===== config.mk =====
export PLATFORM = sky130hd
export DESIGN_NAME = mem_arbiter_flat
export DESIGN_NICKNAME = d
export VERILOG_FILES = /design/src/rtl/mem_arbiter_if.sv /design/src/rtl/mem_arbiter.sv /design/src/flat_wrapper.sv
export SDC_FILE = /design/constraint.sdc
export NUM_CORES = 1
export LEC_CHECK = 0
export BUFFER_PORTS_ARGS = -buffer_cell sky130_fd_sc_hd__buf_2
export CAP_MARGIN = 20
export CORE_MARGIN = 5
export CORE_UTILIZATION = 45
export DETAILED_ROUTE_END_ITERATION = 12
export PLACE_DENSITY = 0.81
export SYNTH_ARGS = -nofsm -noshare
export SYNTH_HDL_FRONTEND = slang
export SYNTH_SLANG_ARGS = --single-unit

===== constraint.sdc =====
create_clock -name clk -period 4.48 [get_ports clk]
set_input_delay 0.224 -clock clk [delete_from_list [all_inputs] [get_ports clk]]
set_output_delay 0.224 -clock clk [all_outputs]
set_load 0.02 [all_outputs]

===== src/rtl/mem_arbiter_if.sv =====
// Bundle of the fetch, data and SRAM buses around mem_arbiter.
// slave is the arbiter side, master the requester/SRAM side.
interface mem_arbiter_if;
  logic        im_req;
  logic [31:0] im_addr;
  logic [31:0] im_rdata;
  logic        im_valid;
  logic        im_stall;
  logic        dm_req;
  logic        dm_web;
  logic [31:0] dm_bweb;
  logic [31:0] dm_addr;
  logic [31:0] dm_di;
  logic [31:0] dm_do;
  logic        dm_valid;
  logic        dm_stall;
  logic        sram_ceb;
  logic        sram_web;
  logic [31:0] sram_bweb;
  logic [31:0] sram_addr;
  logic [31:0] sram_di;
  logic [31:0] sram_do;

  modport slave (
    input  im_req, im_addr,
    input  dm_req, dm_web, dm_bweb, dm_addr, dm_di,
    input  sram_do,
    output im_rdata, im_valid, im_stall,
    output dm_do, dm_valid, dm_stall,
    output sram_ceb, sram_web, sram_bweb, sram_addr, sram_di
  );

  modport master (
    output im_req, im_addr,
    output dm_req, dm_web, dm_bweb, dm_addr, dm_di,
    output sram_do,
    input  im_rdata, im_valid, im_stall,
    input  dm_do, dm_valid, dm_stall,
    input  sram_ceb, sram_web, sram_bweb, sram_addr, sram_di
  );
endinterface


===== src/rtl/mem_arbiter.sv =====
// Single-port SRAM arbiter between instruction fetch and data access.
// DM has priority; IM wins after STARVE_MAX DM grants while it waits.
module mem_arbiter #(
  parameter int unsigned STARVE_MAX = 2
) (
  input logic         clk,
  input logic         rst,
  mem_arbiter_if.slave bus
);

  typedef enum logic [1:0] {
    IDLE,
    ACCESS,
    RESP
  } state_e;

  localparam logic [1:0] SMAX = 2'(STARVE_MAX);

  state_e      state_q, state_d;
  logic [1:0]  streak_q, streak_d;
  logic        own_dm_q, own_dm_d;
  logic        rd_q, rd_d;
  logic        ceb_q, ceb_d;
  logic        web_q, web_d;
  logic [31:0] bweb_q, bweb_d;
  logic [31:0] addr_q, addr_d;
  logic [31:0] di_q, di_d;
  logic        imv_q, imv_d;
  logic        dmv_q, dmv_d;
  logic [31:0] imr_q, imr_d;
  logic [31:0] dmr_q, dmr_d;
  logic        pick_im;

  always_ff @(posedge clk) begin
    if (!rst) begin
      state_q  <= IDLE;
      streak_q <= '0;
      own_dm_q <= 1'b0;
      rd_q     <= 1'b1;
      ceb_q    <= 1'b1;
      web_q    <= 1'b1;
      bweb_q   <= '1;
      addr_q   <= '0;
      di_q     <= '0;
      imv_q    <= 1'b0;
      dmv_q    <= 1'b0;
      imr_q    <= '0;
      dmr_q    <= '0;
    end else begin
      state_q  <= state_d;
      streak_q <= streak_d;
      own_dm_q <= own_dm_d;
      rd_q     <= rd_d;
      ceb_q    <= ceb_d;
      web_q    <= web_d;
      bweb_q   <= bweb_d;
      addr_q   <= addr_d;
      di_q     <= di_d;
      imv_q    <= imv_d;
      dmv_q    <= dmv_d;
      imr_q    <= imr_d;
      dmr_q    <= dmr_d;
    end
  end

  always_comb begin
    state_d  = state_q;
    streak_d = streak_q;
    own_dm_d = own_dm_q;
    rd_d     = rd_q;
    ceb_d    = 1'b1;
    web_d    = 1'b1;
    bweb_d   = '1;
    addr_d   = addr_q;
    di_d     = di_q;
    imv_d    = 1'b0;
    dmv_d    = 1'b0;
    imr_d    = imr_q;
    dmr_d    = dmr_q;
    pick_im  = 1'b0;
    unique case (state_q)
      IDLE: begin
        if (bus.im_req || bus.dm_req) begin
          pick_im = bus.im_req &
                    (~bus.dm_req | (streak_q == SMAX));
          state_d  = ACCESS;
          ceb_d    = 1'b0;
          own_dm_d = ~pick_im;
          if (pick_im) begin
            addr_d   = bus.im_addr;
            di_d     = '0;
            rd_d     = 1'b1;
            streak_d = '0;
          end else begin
            addr_d = bus.dm_addr;
            web_d  = bus.dm_web;
            bweb_d = bus.dm_bweb;
            di_d   = bus.dm_di;
            rd_d   = bus.dm_web;
            // streak only counts DM wins that made IM wait
            if (bus.im_req && streak_q != 2'd3)
              streak_d = streak_q + 2'd1;
          end
        end
      end
      ACCESS: begin
        state_d = RESP;
        imv_d   = ~own_dm_q;
        dmv_d   = own_dm_q;
      end
      RESP: begin
        state_d = IDLE;
        if (rd_q) begin
          if (own_dm_q) dmr_d = bus.sram_do;
          else          imr_d = bus.sram_do;
        end
      end
      default: state_d = IDLE;
    endcase
  end

  // sram_do arrives during RESP, so read data bypasses its register there
  assign bus.im_rdata  = imv_q ? bus.sram_do : imr_q;
  assign bus.dm_do     = (dmv_q && rd_q) ? bus.sram_do : dmr_q;
  assign bus.im_valid  = imv_q;
  assign bus.dm_valid  = dmv_q;
  assign bus.im_stall  = bus.im_req & ~imv_q;
  assign bus.dm_stall  = bus.dm_req & ~dmv_q;
  assign bus.sram_ceb  = ceb_q;
  assign bus.sram_web  = web_q;
  assign bus.sram_bweb = bweb_q;
  assign bus.sram_addr = addr_q;
  assign bus.sram_di   = di_q;

endmodule


===== src/flat_wrapper.sv =====
// flat-port wrapper written by rule: the top's interface ports become plain ports
module mem_arbiter_flat 
#(
  parameter int unsigned STARVE_MAX = 2
)
  (clk, rst, bus_im_req, bus_im_addr, bus_dm_req, bus_dm_web, bus_dm_bweb, bus_dm_addr, bus_dm_di, bus_sram_do, bus_im_rdata, bus_im_valid, bus_im_stall, bus_dm_do, bus_dm_valid, bus_dm_stall, bus_sram_ceb, bus_sram_web, bus_sram_bweb, bus_sram_addr, bus_sram_di);
  mem_arbiter_if bus_i ();
  input logic clk;
  input logic rst;
  input wire logic [$bits(bus_i.im_req)-1:0] bus_im_req;
  input wire logic [$bits(bus_i.im_addr)-1:0] bus_im_addr;
  input wire logic [$bits(bus_i.dm_req)-1:0] bus_dm_req;
  input wire logic [$bits(bus_i.dm_web)-1:0] bus_dm_web;
  input wire logic [$bits(bus_i.dm_bweb)-1:0] bus_dm_bweb;
  input wire logic [$bits(bus_i.dm_addr)-1:0] bus_dm_addr;
  input wire logic [$bits(bus_i.dm_di)-1:0] bus_dm_di;
  input wire logic [$bits(bus_i.sram_do)-1:0] bus_sram_do;
  output wire logic [$bits(bus_i.im_rdata)-1:0] bus_im_rdata;
  output wire logic [$bits(bus_i.im_valid)-1:0] bus_im_valid;
  output wire logic [$bits(bus_i.im_stall)-1:0] bus_im_stall;
  output wire logic [$bits(bus_i.dm_do)-1:0] bus_dm_do;
  output wire logic [$bits(bus_i.dm_valid)-1:0] bus_dm_valid;
  output wire logic [$bits(bus_i.dm_stall)-1:0] bus_dm_stall;
  output wire logic [$bits(bus_i.sram_ceb)-1:0] bus_sram_ceb;
  output wire logic [$bits(bus_i.sram_web)-1:0] bus_sram_web;
  output wire logic [$bits(bus_i.sram_bweb)-1:0] bus_sram_bweb;
  output wire logic [$bits(bus_i.sram_addr)-1:0] bus_sram_addr;
  output wire logic [$bits(bus_i.sram_di)-1:0] bus_sram_di;
  assign bus_i.im_req = bus_im_req;
  assign bus_i.im_addr = bus_im_addr;
  assign bus_i.dm_req = bus_dm_req;
  assign bus_i.dm_web = bus_dm_web;
  assign bus_i.dm_bweb = bus_dm_bweb;
  assign bus_i.dm_addr = bus_dm_addr;
  assign bus_i.dm_di = bus_dm_di;
  assign bus_i.sram_do = bus_sram_do;
  assign bus_im_rdata = bus_i.im_rdata;
  assign bus_im_valid = bus_i.im_valid;
  assign bus_im_stall = bus_i.im_stall;
  assign bus_dm_do = bus_i.dm_do;
  assign bus_dm_valid = bus_i.dm_valid;
  assign bus_dm_stall = bus_i.dm_stall;
  assign bus_sram_ceb = bus_i.sram_ceb;
  assign bus_sram_web = bus_i.sram_web;
  assign bus_sram_bweb = bus_i.sram_bweb;
  assign bus_sram_addr = bus_i.sram_addr;
  assign bus_sram_di = bus_i.sram_di;
  mem_arbiter #(.STARVE_MAX(STARVE_MAX)) u_core (.clk(clk), .rst(rst), .bus(bus_i));
endmodule

* Yosys cells after proc, flatten, opt, wreduce, memory -nomap -nowiden *
Cells that the tools add are included.

word-level totals
  bits in latches = 0
  bits in read-only memories = 0
  logic and storage cells = 54
  register bits after elaboration = 170
  bits in writable memories = 0
  output and inout port bits = 166
  memories = 0
  input bits = 165

cells by class
  div/mod/pow operators = 0
  multiplexer cells = 10
  $lt $le $gt $ge = 0
  $mul = 0
  shift operators = 0
  $add $sub $neg = 1
  equal/unequal tests = 5
  bitwise logic cells = 12
  reduce and logical (&&, ||, !) cells = 13

operator list
  cell                                                                      number
  32-bit 2-to-1 mux                                                         4
  3-bit AND reduction                                                       4
  1-bit NOT                                                                 8
  2-bit 2-to-1 mux                                                          3
  2-bit AND reduction                                                       3
  2-bit equality test (second input constant)                               2
  2-bit case mux with 2 select lines                                        1
  4-bit OR reduction                                                        1
  1-bit AND                                                                 3
  2-bit by 1-bit adder with 2-bit output (second input constant)            1
  2-bit by 1-bit equality test with 1-bit output (second input constant)    1
  1-bit logical AND                                                         2
  2-bit logical NOT                                                         1
  1-bit 2-to-1 mux                                                          2
  2-bit by 1-bit inequality test with 1-bit output (second input constant)  1
  2-bit inequality test (second input constant)                             1
  2-bit nonzero test                                                        1
  1-bit logical OR                                                          1
  1-bit bitwise OR                                                          1

* Depth between registers and ports, before layout *
  word-level depth = 5
  gate-level depth with buffers = 7
  depth with buffers taken out = 6

* Least setup slack after synthesis *
No wires, ideal clock.

  kind = reg2reg
  start = register u_core.streak_q[0]
  end = register u_core.addr_q[27] (netlist: u_core.bus.sram_addr[27])
  data arrival time = 1.385 ns
  data required time = 4.350 ns
  buffers on the path = 1
  library setup time = 0.130 ns
  clock period less this slack = 1.515 ns
  setup slack = 2.965 ns
  cell stages (with the launch flop) = 8
  path through = dfxtp_1 -> inv_1 -> ha_1 -> nand2b_1 -> nand2_1 -> buf_4 -> mux2i_1 -> o21ai_0

on the way
  cells in the longest elaborated chain, start to end = 4

ends and longest elaborated chain
  element                   RTL line           text
  start: declaration        mem_arbiter.sv:20  logic [1:0] streak_q, streak_d;
  start signal: assignment  mem_arbiter.sv:51  streak_q <= streak_d;
  2-bit equality test       mem_arbiter.sv:85  (~bus.dm_req | (streak_q == SMAX));
  1-bit bitwise OR          mem_arbiter.sv:85
  1-bit AND                 mem_arbiter.sv:84  pick_im = bus.im_req &
  32-bit 2-to-1 mux         mem_arbiter.sv:89  if (pick_im) begin
  end signal: assignment    mem_arbiter.sv:57  addr_q <= addr_d;
  end: declaration          mem_arbiter.sv:26  logic [31:0] addr_q, addr_d;

No other way between the ends.
A chain may end at the register's enable or synchronous reset.

* Worst setup path in the final report *
  start = register u_core.streak_q[0]
  end = register u_core.addr_q[3] (netlist: u_core.bus.sram_addr[3])

The elaborated chain is that of the path after synthesis.

==> impl_metrics.json <==
{
  "status": "finished, final reports clean",
  "ys_warn_count": 0,
  "final_layout_size_suffix_gt1_share_pct": 42.24,
  "grt_max_degree": 66,
  "clk_pin_slew_ns": 0.07,
  "drcViolationCount": 0,
  "antenna_found_initial": 1,
  "maxCapViolations": 0,
  "finalClockSkew_ns": 0.009208,
  "grt_pass1_wl_um": 33970,
  "powerDensity_nw_per_um2": 386.6,
  "finalCriticalPeriod_ns": 2.167,
  "syn_to_final_growth_pct": 43.57,
  "utilization_pct": 65.74,
  "core_sq_um": 14480,
  "syn_area_sq_um": 6630,
  "synth.avg_cell_area_sq_um": 9.925,
  "cp.required_ns": 4.75,
  "finalNetCount": 1198,
  "rows": 44,
  "drtAntennaViolNets": 0,
  "grtUsageTotal_pct": 24.10,
  "die_h_um": 131.4,
  "synth_top_area_share_pct": 51.33,
  "hold_viol": 0,
  "cts_tree": "built",
  "p_leak_nw": 4.565,
  "hpwlAfterDp_um": 14560,
  "stdcell_area_sq_um": 9519,
  "setup_viol": 0,
  "cts_resized": 0,
  "crit_type": "flip-flop to flip-flop",
  "worstMarginPinSlew_ns": 1.027,
  "ir_drop_uv": 252.2,
  "synth_seq_cells": 170,
  "io_pins": 331,
  "avgRoutedWirePerCell_um": 17.72,
  "worstPathArrival_ns": 2.44,
  "seq_area_frac_synth_pct": 51.33,
  "worst_setup_path_start_kind": "flip-flop",
  "critPathMaxFanout": 32,
  "ctsRootBufferMaster": "clkbuf_16",
  "ctsHtreeMaxLevel": 4,
  "overflow": 0,
  "ctsLongestPathBuffers": 2,
  "initial_utilization_pct": 45.79,
  "die_w_um": 131.4,
  "ys_top_cells_by_area": "dfxtp_1 (51%), mux2_2 (11%), nand2_1 (9.3%), a21boi_1 (6.3%), mux2i_1 (5.1%)",
  "synth.distinct_cells": 29,
  "endpoint_kind": "flip-flop",
  "dieArea_sq_um": 17260,
  "io_buffers": 330,
  "vias_per_cell": 5.075,
  "routed_wl_um": 21780,
  "whs_ns": 0.01325,
  "timing.final.crit_share_pct": 48.36,
  "synthCells": 668,
  "setup_tns_ns": 0,
  "slew_viol_final": 0,
  "gp_congestion": 0.8132,
  "yosysTopAreaCell": "dfxtp_1",
  "clk_latency_ns": 0.42,
  "cts_buffers": 17,
  "drtIter0Drc": 197,
  "synth_nets": 835,
  "rsz0062_at_grt": "no",
  "dr.pass1.iters": 4,
  "hold_class": "input pin to flip-flop",
  "slew_headroom_pct": 31.26,
  "via_count": 6237,
  "place_area_sq_um": 8389,
  "total_power_w": 0.003680,
  "grt_pass1_vias": 6413,
  "clock.fmax_ghz": 0.4615,
  "cts_sinks": 170
}
final timing paths:
check                                                           start                                    end  slack (ns)  cells after the start
worst max-delay path                  u_core.streak_q[0]$_SDFFE_PN0P_   u_core.bus.sram_addr[3]$_SDFFE_PN0P_        2.31                      6
worst min-delay path                                       bus_dm_web         u_core.bus.sram_web$_SDFF_PN1_        0.01                      2
worst max register to register        u_core.streak_q[0]$_SDFFE_PN0P_   u_core.bus.sram_addr[3]$_SDFFE_PN0P_        2.31                      6
worst min register to register  u_core.bus.sram_addr[18]$_SDFFE_PN0P_  u_core.bus.sram_addr[18]$_SDFFE_PN0P_        0.45                      2
critical path, stage by stage (launching register included):
cell	delay [ns]
dfxtp_1	0.37
inv_1	0.06
ha_1	0.21
nand2b_1	0.21
nand2_2	0.77
mux2i_1	0.26
o21ai_0	0.11
cell families after synthesis:
kind of cell / Yosys count / share of synthesized area (%)
and+or+nand+nor: 214 / 14.17
buffers and inverters: 51 / 3.680
DFF: 170 / 51.33
AOI/OAI and AO/OA: 133 / 14.44
muxes: 98 / 16.00
adders and majority gates: 2 / 0.3774
final cells by class:
cell class | count | area, sq um
Timing Repair Buffer | 391 | 2260
Multi-Input combinational cell | 447 | 3000
Inverter | 4 | 15.01
Fill cell | 1117 | 4960
Clock inverter | 15 | 181.4
Antenna cell | 1 | 2.502
Clock buffer | 17 | 425.4
Tap cell | 184 | 230.2
Sequential cell | 170 | 3405
timing repair:
item / in CTS / in global routing
endpoints found under the setup margin: 0 / 0
setup buffers: 0 / 0
hold endpoints to repair: 52 / 0
hold buffers: 52 / 0
per-layer routing:
layer | track usage, % | wire (um)
met1 | 26.21 | 8091
met2 | 42.18 | 10950
met3 | 6.957 | 1648
met4 | 13.03 | 1086
met5 | 0 | 0
placed cells by master, fill, tap and decap left out, drive strengths merged, types with 2 or more instances in the layout:
cell / synthesis / routed
buf: 30 / 339
dfxtp: 170 / 170
nand2: 164 / 164
a21boi: 65 / 65
mux2: 64 / 64
dlygate4sd3: 0 / 52
nand2b: 34 / 34
mux2i: 34 / 34
a22o: 32 / 32
o21ai: 32 / 32
clkbuf: 17 / 17
inv: 4 / 10
clkinv: 0 / 6
nor2b: 5 / 5
nor2: 3 / 3
ha: 2 / 2
bufinv: 0 / 2
through the flow:
| stage | cells | worst slack (ns) |
|---|---|---|
| 2_1_floorplan | 668 | 2.965 |
| 3_3_place_gp | 1142 | 2.307 |
| 3_5_place_dp | 1144 | 2.331 |
| 4_1_cts | 1228 | 2.294 |
| 5_1_grt | 1229 | 2.145 |
| 6_report | 1229 | 2.313 |
synthesized netlist by cell type:
| library cell | number |
|---|---|
| nand2b_1 | 34 |
| o211ai_1 | 1 |
| nor3b_2 | 1 |
| mux2i_1 | 34 |
| ha_1 | 2 |
| and4_1 | 1 |
| or3_1 | 1 |
| o31a_1 | 1 |
| nor3_2 | 1 |
| a21oi_1 | 1 |
| buf_2 | 24 |
| nand2_1 | 164 |
| a21o_1 | 1 |
| o21ai_1 | 5 |
| clkbuf_1 | 17 |
| nand3b_1 | 1 |
| o21ai_0 | 27 |
| and3b_1 | 1 |
| nor2b_1 | 5 |
| mux2_2 | 64 |
| buf_4 | 6 |
| inv_1 | 4 |
| a22o_1 | 32 |
| a21boi_1 | 56 |
| and2_1 | 1 |
| nand4b_1 | 1 |
| nor2_1 | 3 |
| a21boi_0 | 9 |
| dfxtp_1 | 170 |
sequential cells by signal, summed over array words and instances, names as in the netlist, 2 cells and up:
name                  cells
u_core.imr_q             32
u_core.bus.sram_bweb     32
u_core.bus.sram_addr     32
u_core.dmr_q             32
u_core.bus.sram_di       32
u_core.state_q            2
u_core.streak_q           2
where the power goes:
group	internal, W	switching, W	total (W)
clock	0.000843	0.000650	0.00149
sequential	0.00159	0.0000505	0.00164
combinational	0.000237	0.000310	0.000547
Power figures use the tool's default switching activity.
